===== src/rtl/seqdet_pkg.sv =====
// ---------------------------------------------------------------------------
// seqdet_pkg
// Shared types and helpers for the programmable sequence detector.
//   state_t   : detector FSM state (UNCFG / HUNT / HIT), 2-bit encoding
//   clamp_len : maps a requested pattern length onto the legal range 1..max
// ---------------------------------------------------------------------------
package seqdet_pkg;

    typedef enum logic [1:0] {
        UNCFG = 2'd0,
        HUNT  = 2'd1,
        HIT   = 2'd2
    } state_t;

    // A zero length would make every bit a match; anything above the
    // hardware width cannot be stored, so both ends are pinned.
    function automatic int unsigned clamp_len(input int unsigned len,
                                              input int unsigned max_len);
        if (len == 0)
            return 1;
        else if (len > max_len)
            return max_len;
        else
            return len;
    endfunction

endpackage


===== src/rtl/seqdet_hist.sv =====
// ---------------------------------------------------------------------------
// seqdet_hist
// Pattern configuration registers, serial history shift register, fill
// counter and masked pattern compare. Produces a combinational hit flag for
// the FSM in the top level.
// Ports:
//   clk, rst      : clock, asynchronous active-low reset
//   en            : detector configured (FSM not in UNCFG); gates sampling
//   cfg_load      : latch pattern/length/overlap, clear history and fill
//   cfg_pattern   : pattern, bit [len-1] first received, bit [0] last
//   cfg_len       : requested pattern length (clamped to 1..PAT_W)
//   cfg_overlap   : 1 = overlapping matches, 0 = restart after each match
//   x, x_valid    : serial data bit and its qualifier
//   hit           : the bit sampled at this edge completes a match
// ---------------------------------------------------------------------------
module seqdet_hist
    import seqdet_pkg::*;
#(
    parameter int PAT_W = 8,
    parameter int LEN_W = $clog2(PAT_W + 1)
) (
    input  logic             clk,
    input  logic             rst,
    input  logic             en,
    input  logic             cfg_load,
    input  logic [PAT_W-1:0] cfg_pattern,
    input  logic [LEN_W-1:0] cfg_len,
    input  logic             cfg_overlap,
    input  logic             x,
    input  logic             x_valid,
    output logic             hit
);

    logic [PAT_W-1:0] pat_q;
    logic [LEN_W-1:0] len_q;
    logic             ovl_q;
    logic [PAT_W-1:0] hist_q;
    logic [LEN_W-1:0] fill_q;

    logic [PAT_W-1:0] hist_next;
    logic [LEN_W-1:0] fill_next;
    logic [PAT_W-1:0] mask;
    logic             sample;

    // A load cycle takes priority over data: x_valid is ignored then.
    assign sample = en && x_valid && !cfg_load;

    always_comb begin
        // NOTE: every output of this block gets a default first, so no
        // path through it can leave a value held and infer a latch.
        mask      = '0;
        hist_next = {hist_q[PAT_W-2:0], x};
        fill_next = (fill_q < len_q) ? fill_q + LEN_W'(1) : fill_q;
        for (int i = 0; i < PAT_W; i++)
            mask[i] = (LEN_W'(i) < len_q);
        // fill counts bits accepted since load or since the last
        // non-overlapping match; the compare is only trusted once it
        // covers the full pattern.
        hit = sample && (fill_next >= len_q) &&
              ((hist_next & mask) == (pat_q & mask));
    end

    // NOTE: sequential state uses non-blocking assignments so every
    // register samples the pre-edge values of its inputs.
    always_ff @(posedge clk or negedge rst) begin
        if (!rst) begin
            pat_q  <= '0;
            len_q  <= '0;
            ovl_q  <= 1'b0;
            hist_q <= '0;
            fill_q <= '0;
        end else if (cfg_load) begin
            pat_q  <= cfg_pattern;
            len_q  <= LEN_W'(clamp_len(32'(cfg_len), PAT_W));
            ovl_q  <= cfg_overlap;
            hist_q <= '0;
            fill_q <= '0;
        end else if (sample) begin
            hist_q <= hist_next;
            // Non-overlapping mode: the matched bits may not be reused.
            fill_q <= (hit && !ovl_q) ? '0 : fill_next;
        end
    end

endmodule


===== src/rtl/seqdet_prog.sv =====
// ---------------------------------------------------------------------------
// seqdet_prog
// Runtime-programmable serial bit-sequence detector, Moore output.
// Optional feature macro: SEQDET_CNT_EN -- when defined, a saturating match
// counter (match_cnt) with synchronous clear (cnt_clr) is built; when
// undefined, match_cnt is tied to zero and cnt_clr is ignored.
// Ports:
//   clk, rst      : clock, asynchronous active-low reset
//   cfg_load      : load pattern/length/overlap, clear history and counter
//   cfg_pattern   : pattern, bit [len-1] first received
//   cfg_len       : pattern length, 0 -> 1, >PAT_W -> PAT_W
//   cfg_overlap   : overlapping matches allowed when high
//   x, x_valid    : serial data bit and qualifier
//   cnt_clr       : synchronous clear of match_cnt
//   match         : high while the FSM is in HIT
//   match_cnt     : saturating count of matches
// ---------------------------------------------------------------------------
module seqdet_prog
    import seqdet_pkg::*;
#(
    parameter int PAT_W = 8,
    parameter int LEN_W = $clog2(PAT_W + 1),
    parameter int CNT_W = 8
) (
    input  logic             clk,
    input  logic             rst,
    input  logic             cfg_load,
    input  logic [PAT_W-1:0] cfg_pattern,
    input  logic [LEN_W-1:0] cfg_len,
    input  logic             cfg_overlap,
    input  logic             x,
    input  logic             x_valid,
    input  logic             cnt_clr,
    output logic             match,
    output logic [CNT_W-1:0] match_cnt
);

    state_t state;
    logic   hit;

    seqdet_hist #(
        .PAT_W (PAT_W),
        .LEN_W (LEN_W)
    ) u_hist (
        .clk         (clk),
        .rst         (rst),
        .en          (state != UNCFG),
        .cfg_load    (cfg_load),
        .cfg_pattern (cfg_pattern),
        .cfg_len     (cfg_len),
        .cfg_overlap (cfg_overlap),
        .x           (x),
        .x_valid     (x_valid),
        .hit         (hit)
    );

    always_ff @(posedge clk or negedge rst) begin
        if (!rst) begin
            state <= UNCFG;
        end else if (cfg_load) begin
            state <= HUNT;
        end else begin
            case (state)
                UNCFG:     state <= UNCFG;
                HUNT, HIT: state <= hit ? HIT : HUNT;
                default:   state <= UNCFG;
            endcase
        end
    end

    // Moore output: decoded from the state register only.
    assign match = (state == HIT);

`ifdef SEQDET_CNT_EN
    logic [CNT_W-1:0] cnt_q;

    always_ff @(posedge clk or negedge rst) begin
        if (!rst) begin
            cnt_q <= '0;
        end else if (cfg_load) begin
            cnt_q <= '0;
        end else if (cnt_clr) begin
            // A hit coinciding with the clear is counted as the first match.
            cnt_q <= hit ? CNT_W'(1) : '0;
        end else if (hit && (cnt_q != {CNT_W{1'b1}})) begin
            cnt_q <= cnt_q + CNT_W'(1);
        end
    end

    assign match_cnt = cnt_q;
`else
    logic unused_cnt_clr;
    assign unused_cnt_clr = cnt_clr;
    assign match_cnt      = '0;
`endif

endmodule


===== config.mk =====
export PLATFORM = sky130hd
export DESIGN_NAME = seqdet_prog
export DESIGN_NICKNAME = d
export VERILOG_FILES = /design/src/rtl/seqdet_pkg.sv /design/src/rtl/seqdet_hist.sv /design/src/rtl/seqdet_prog.sv
export SDC_FILE = /design/constraint.sdc
export NUM_CORES = 1
export LEC_CHECK = 0
export CORE_ASPECT_RATIO = 0.8
export CORE_MARGIN = 5
export CORE_UTILIZATION = 30
export DETAILED_ROUTE_END_ITERATION = 8
export PLACE_DENSITY = 0.49
export SYNTH_ARGS = -nofsm -noshare
export SYNTH_HDL_FRONTEND = slang
export SYNTH_SLANG_ARGS = --single-unit

===== constraint.sdc =====
create_clock -name clk -period 4.25 [get_ports clk]
set_input_delay 0.425 -clock clk [delete_from_list [all_inputs] [get_ports clk]]
set_output_delay 0.425 -clock clk [all_outputs]
set_load 0.02 [all_outputs]

==> run_results.csv, run 1 <==
group,metric,value,unit
worst_setup_path,critPathMaxStageDelay,470,ps
timing,fmax,0.326,GHz
timing,period_share,0.721,
logic_synthesis,ys_seq_elements,26,
logic_synthesis,synth.avg_cell_area,10.0,um2
pwr,vdd_ir_drop_max,0.201,mV
job,maxCapViolCount,0,
clock_tree,cts_resized,0,
cells_and_area,layout-drive-gt1-share,0.156,
cells_and_area,diodes,0,
clock_tree,cts_tree,"done",
place,portBuffers,18,
cells_and_area,finalInstanceArea,1850,um2
detailed_routing,drtPass1Iterations,4,
worst_setup_path,reg2reg_slack,1190,ps
pwr,p_leak,0.783,nW
cells_and_area,fin_cells,235,
timing,fin_skew,4.43,ps
detailed_routing,via_per_inst,4.68,
cells_and_area,syn_to_final_growth,18.3,%
floorplan,num_rows,23,
global_route,antenna_found_initial,0,
cells_and_area,final_cell_mix,"dfrtp_1 (26), nand2_1 (21), clkdlybuf4s50_1 (18), a21oi_1 (12), mux2_2 (11)",
clock_tree,htree_num_levels,1,
place,place.gp.congestion,0.733,
timing,tns,0,ps
global_route,grt_pass1_wl,5510,um
worst_setup_path,start_kind,"flop",
clock_tree,numCtsBuffers,3,
place,dpl.hpwl,2270,um
global_route,grt_max_degree,31,
clock_tree,cts.sinks,26,
floorplan,top_level_ports,28,
clock_tree,post_cts_buffers,0,
clock_tree,cts_hold_buf,0,
detailed_routing,drcViolationCount,0,
worst_setup_path,worstPathCellList,"inv_1, ha_1, a2111oi_4, nor3_4, mux2_2, ha_1, o21ai_0, a21oi_1, nand4_1, or2_4, nand3_1, a21oi_1",
worst_setup_path,crit_type,"reg2reg",
timing,worst_slew_pin_slew,799,ps
cells_and_area,layout_commonest_cell,"dfrtp_1",
clock_tree,cts-root-buf,"clkbuf_8",
logic_synthesis,synth_area_leaders,"dfrtp_1 (42%), ha_1 (8.0%), mux2_2 (7.9%), nand2_1 (5.0%), a21oi_1 (3.8%)",
timing,hold_viol,0,
detailed_routing,vias,1100,
worst_setup_path,cp_max_fo,6,
floorplan,core,5040,um2
clock_tree,path_clk_slew,90,ps
worst_setup_path,path_buf_inv,1,
logic_synthesis,synth.top_cell.area_share,0.415,
worst_setup_path,cp.arrival,3210,ps
run_status,outcome,"finished, final reports clean",
timing,setup_violations,0,
place,dp.cells,231,
worst_setup_path,reg2reg_from,"u_hist.len_q[1]",
global_route,overflow,0,
global_route,grt_pass1_vias,1120,
timing,slew_headroom,0.467,
floorplan,dieWidth,90.8,um
logic_synthesis,yosys.cell_types.count,41,
cells_and_area,fin_nets,203,
logic_synthesis,syn_area,1570,um2
global_route,grt_use_total,0.101,
floorplan,die_h,74.6,um
worst_setup_path,path_delay_family,"simple AND/OR/NAND/NOR gates",
clock_tree,clk_latency,270,ps
logic_synthesis,synth_warnings,0,
pwr,p_per_area,332,nW/um2
floorplan,initial_core_util,0.311,
timing,rsz0062_at_grt,"false",
logic_synthesis,synthCells,156,
worst_setup_path,worstRegToRegCells,12,
timing,slew_viol_final,0,
clock_tree,clk_path_buf_depth,2,
logic_synthesis,synth_top_area_cell,"dfrtp_1",
worst_setup_path,cp-end-kind,"flop",
detailed_routing,ant_nets,0,
detailed_routing,wl_per_cell,13.2,um
floorplan,dieArea,6780,um2
logic_synthesis,seq_area_frac_synth,0.415,
worst_setup_path,critPathRequiredTime,4390,ps
place,placed_area,1780,um2
worst_setup_path,worstReg2RegEnd,"u_hist.fill_q[1]",
min_path,hp-class,"in2async",
detailed_routing,drt_wl_total,3100,um
worst_setup_path,slowest_stage,"dfrtp_1",
detailed_routing,drtIter0Drc,52,
timing,fin_crit,3060,ps
## area by class of cell
type / count / area [um2]
Fill cell: 506 / 3180
Inverter: 7 / 26.3
Multi-Input combinational cell: 116 / 832
Sequential cell: 26 / 651
Clock inverter: 1 / 30.0
Clock buffer: 3 / 41.3
Timing Repair Buffer: 20 / 195
Tap cell: 62 / 77.6
## synth_stat cells
cell       number
nor3_1          4
dfrtp_1        26
xnor2_1         5
xor2_2          1
o21ai_1         1
nand4_1         1
o32ai_1         1
buf_1           1
nor3b_1         2
nand3b_1        1
nor2_2          1
nor2_1          7
a2111oi_4       1
o21a_1          1
nand3_2         1
o21ai_0         4
buf_2           1
maj3_2          1
nor2b_1         1
a21oi_1        12
mux2_2         11
xor2_1          4
nor3_4          1
inv_1           7
conb_1          1
buf_4           8
nand3_1         2
clkbuf_1        4
mux2_1          1
nand2b_1        1
and2_1          1
a21o_1          1
or2_4           1
a211oi_1        1
a21oi_2         1
nor4b_1         1
nor2_4          1
nand2b_4        1
ha_1           10
o22ai_1         4
nand2_1        21
## metal layers
layer / up-vias / share of wire / track usage / routed length (um)
met5: - / 0 / 0 / 0
met3: 7 / 0.055 / 0.0300 / 171
met2: 34 / 0.41 / 0.153 / 1260
li1: 554 / - / - / -
met4: 0 / 0.016 / 0.0326 / 48
met1: 505 / 0.52 / 0.141 / 1620
## report_power, final
group	leakage, nW	internal, mW	switching [mW]
registers	0.331	0.263	0.0182
clock network	0.0357	0.126	0.0796
logic	0.417	0.0647	0.0643
## metrics by stage
| stage | hold WS, ps | setup slack, ps | power, mW | utilization |
|---|---|---|---|---|
| final | 529 | 1190 | 0.616 | 0.368 |
| after global routing | 546 | 967 | 0.650 | 0.368 |
| after CTS | 533 | 1170 | 0.626 | 0.368 |
| after detailed placement | 516 | 1190 | 0.417 | 0.354 |
| after global placement | 511 | 1270 | 0.413 | 0.354 |
| after floorplan | 129 | 1520 | 0.379 | - |
## state kept, by name (all words and copies together) (netlist names)
| signal | flops |
|---|---|
| u_hist.ovl_q | 1 |
| u_hist.len_q | 4 |
| u_hist.hist_q | 7 |
| state | 2 |
| u_hist.pat_q | 8 |
| u_hist.fill_q | 4 |
## worst max path at each step
stage               slack [ps]               end  cells after the start       startpoint
detailed placement        1190  u_hist.fill_q[1]                     12  u_hist.len_q[1]
CTS                       1170  u_hist.fill_q[0]                     12  u_hist.len_q[1]
global placement          1270  u_hist.fill_q[1]                     12  u_hist.len_q[1]
floorplan                 1520  u_hist.fill_q[0]                     13  u_hist.len_q[3]
finish                    1190  u_hist.fill_q[1]                     12  u_hist.len_q[1]
global route               970  u_hist.fill_q[1]                     14  u_hist.len_q[1]
## kinds of logic (layout without fill, tap and decap cells)
kind of cell | after synthesis | count (layout) | share of synthesized area
adders and majority gates | 11 | 11 | 0.0871
and+or+nand+nor | 48 | 48 | 0.165
xor gates and xnor gates | 10 | 10 | 0.0607
other | 1 | 8 | 0.00239
muxes | 12 | 12 | 0.0863
DFF | 26 | 26 | 0.415
buffers and inverters | 21 | 31 | 0.0703
AOI/OAI and AO/OA | 27 | 27 | 0.113
Power figures use the tool's default switching activity.
==> run 2: changes to the inputs <==
==> constraint.sdc (replaced) <==
create_clock -name clk -period 2.9 [get_ports clk]
set_input_delay 0.29 -clock clk [delete_from_list [all_inputs] [get_ports clk]]
set_output_delay 0.29 -clock clk [all_outputs]
set_load 0.02 [all_outputs]
==> run 2 against run 1 <==
Sequential share of layout area shrank 2.3 points. Power grew 53%. Clock skew rose by 1.5 ps. Non-clock buffer count increased by 12. Worst hold slack worse by 150 ps.
==> run_results.csv, run 2 (synthesis results as in run 1) <==
group,metric,value,unit
worst_setup_path,worstReg2RegEnd,"u_hist.fill_q[1]",
clock_tree,cts_tree,"done",
global_route,grt_pass1_wl,5290,um
clock_tree,numCtsBuffers,3,
global_route,grt_max_degree,30,
clock_tree,cts_hold_buf,0,
worst_setup_path,reg2reg_from,"u_hist.len_q[1]",
place,place.gp.congestion,0.728,
pwr,intPower,0.694,mW
timing,finalWorstSetupSlack,57.0,ps
pwr,clkPwrFrac,0.323,
timing,worst_slew_pin_slew,816,ps
cells_and_area,layout-drive-gt1-share,0.243,
cells_and_area,top_regs,"u_hist.pat_q x8, u_hist.hist_q x7",
timing,fmax,0.352,GHz
place,dpl_worst_slack,85.5,ps
place,dpl.hpwl,2370,um
worst_setup_path,critPathRequiredTime,3050,ps
timing,hold_viol,0,
cells_and_area,fin_nets,215,
global_route,grt_use_total,0.0964,
job,maxCapViolCount,0,
cells_and_area,nFillCells,489,
detailed_routing,drtIter0Drc,46,
timing,slew_viol_final,0,
worst_setup_path,crit_type,"reg2reg",
floorplan,num_rows,23,
cells_and_area,layout_commonest_cell,"dfrtp_1",
pwr,p_leak,0.846,nW
timing,period_share,0.980,
clock_tree,cts-root-buf,"clkbuf_8",
floorplan,dieWidth,90.8,um
worst_setup_path,cp.arrival,3000,ps
worst_setup_path,cp-end-kind,"flop",
timing,rsz0062_at_grt,"true",
pwr,seqPwrFrac,0.431,
global_route,grt_pass1_vias,1095,
pwr,p_sw,0.250,mW
floorplan,core,5040,um2
clock_tree,clk_path_buf_depth,2,
worst_setup_path,reg2reg_slack,60,ps
pwr,p_per_area,476,nW/um2
pwr,combPwrFrac,0.246,
clock_tree,cts.sinks,26,
pwr,vdd_ir_drop_max,0.218,mV
clock_tree,clk_latency,270,ps
floorplan,die_h,74.6,um
clock_tree,htree_num_levels,1,
detailed_routing,via_per_inst,4.57,
global_route,overflow,0,
floorplan,initial_core_util,0.311,
detailed_routing,wl_per_cell,13.2,um
cells_and_area,syn_to_final_growth,26.6,%
detailed_routing,drcViolationCount,0,
detailed_routing,vias,1129,
run_status,outcome,"finished, final reports clean",
detailed_routing,ant_nets,0,
cells_and_area,largest_register_ffs,8,
worst_setup_path,worstSetupPathDepth,13,
worst_setup_path,critPathMaxStageDelay,400,ps
worst_setup_path,cp_max_fo,4,
timing,fin_skew,5.96,ps
floorplan,top_level_ports,28,
worst_setup_path,worstPathCellList,"inv_2, ha_4, a2111oi_4, nor3_4, buf_4, mux2_4, ha_4, o21ai_1, a21oi_1, nand4_1, or2_4, nand3_2, a21oi_1",
place,dp.cells,238,
detailed_routing,drt_wl_total,3270,um
place,portBuffers,18,
timing,setup_violations,0,
worst_setup_path,start_kind,"flop",
worst_setup_path,path_buf_inv,2,
global_route,antenna_found_initial,0,
pwr,finalPower,0.944,mW
worst_setup_path,slowest_stage,"dfrtp_1",
timing,slew_headroom,0.455,
detailed_routing,drtPass1Iterations,4,
min_path,hp-class,"in2async",
cells_and_area,fin_cells,247,
pwr,p_sw_frac,0.265,
cells_and_area,top_register,"u_hist.pat_q",
worst_setup_path,path_delay_family,"compound AO/OA/AOI/OAI gates",
cells_and_area,final_cell_mix,"dfrtp_1 (26), nand2_1 (21), clkdlybuf4s50_1 (18), buf_4 (14), a21oi_1 (12)",
floorplan,dieArea,6780,um2
timing,fin_crit,2840,ps
worst_setup_path,worstRegToRegCells,13,
cells_and_area,diodes,0,
clock_tree,path_clk_slew,100,ps
## run 2: cell count changes in the layout (fill, tap and decap cells not counted), sizes merged
| cell | change |
|---|---|
| buf | +12 |
## run 2: layout make-up
cell class / count / area (um2) / share of cell area
multi-input cells: 116 / 872 / 0.440
repair buffers: 32 / 285 / 0.144
flip-flops and latches: 26 / 651 / 0.328
well taps: 62 / 77.6 / 0.0391
inverters: 7 / 26.3 / 0.0132
clock buffers: 3 / 41.3 / 0.0208
clock inverters: 1 / 30.0 / 0.0151
## run 2: worst max path at each step
stage / from / to / slack [ps]
after global placement: u_hist.len_q[1] / u_hist.fill_q[1] / 120
final: u_hist.len_q[1] / u_hist.fill_q[1] / 60
after global routing: u_hist.len_q[1] / u_hist.fill_q[3] / -80
after CTS: u_hist.len_q[1] / u_hist.fill_q[0] / 70
after detailed placement: u_hist.len_q[1] / u_hist.fill_q[0] / 90
after floorplan: u_hist.len_q[3] / u_hist.fill_q[0] / 170
## run 2: metrics by stage
stage	cell area [um2]	hold slack (ps)	util	TNS [ps]
CTS	1910	396	0.378	0
global route	1980	432	0.394	-214
finish	1980	377	0.394	0
detailed placement	1830	519	0.364	0
floorplan	1590	-5.59	-	0
global placement	1830	515	0.364	0
## run 2: per-layer routing
| layer | vias up | track usage | wire, um | part of all wire |
|---|---|---|---|---|
| li1 | 576 | - | - | - |
| met3 | 2 | 0.0280 | 187 | 0.057 |
| met4 | 0 | 0.0212 | 21 | 0.0064 |
| met2 | 28 | 0.154 | 1480 | 0.45 |
| met5 | - | 0 | 0 | 0 |
| met1 | 523 | 0.132 | 1580 | 0.48 |
## run 2: timing repair
action                     4_1_cts  5_1_grt
gates resized for setup          0        8
buffers inserted                 0        5
setup endpoints to repair        0        4
## run 2: power by group through the flow
stage | logic (mW) | clock network, mW | registers (mW)
after floorplan | 0.144 | 0 | 0.411
after global placement | 0.202 | 0 | 0.413
after detailed placement | 0.205 | 0 | 0.414
after CTS | 0.207 | 0.316 | 0.407
after global routing | 0.256 | 0.327 | 0.411
final | 0.232 | 0.305 | 0.407
==> run 3: changes to the inputs <==
--- a/config.mk
+++ b/config.mk
@@ -9,6 +9,7 @@
 export CORE_MARGIN = 5
 export CORE_UTILIZATION = 30
 export DETAILED_ROUTE_END_ITERATION = 8
+export GPL_ROUTABILITY_DRIVEN = 1
 export PLACE_DENSITY = 0.49
 export SYNTH_ARGS = -nofsm -noshare
 export SYNTH_HDL_FRONTEND = slang
==> results of run 3 <==
Final layout, timing and power as in run 2 (identical DEF).
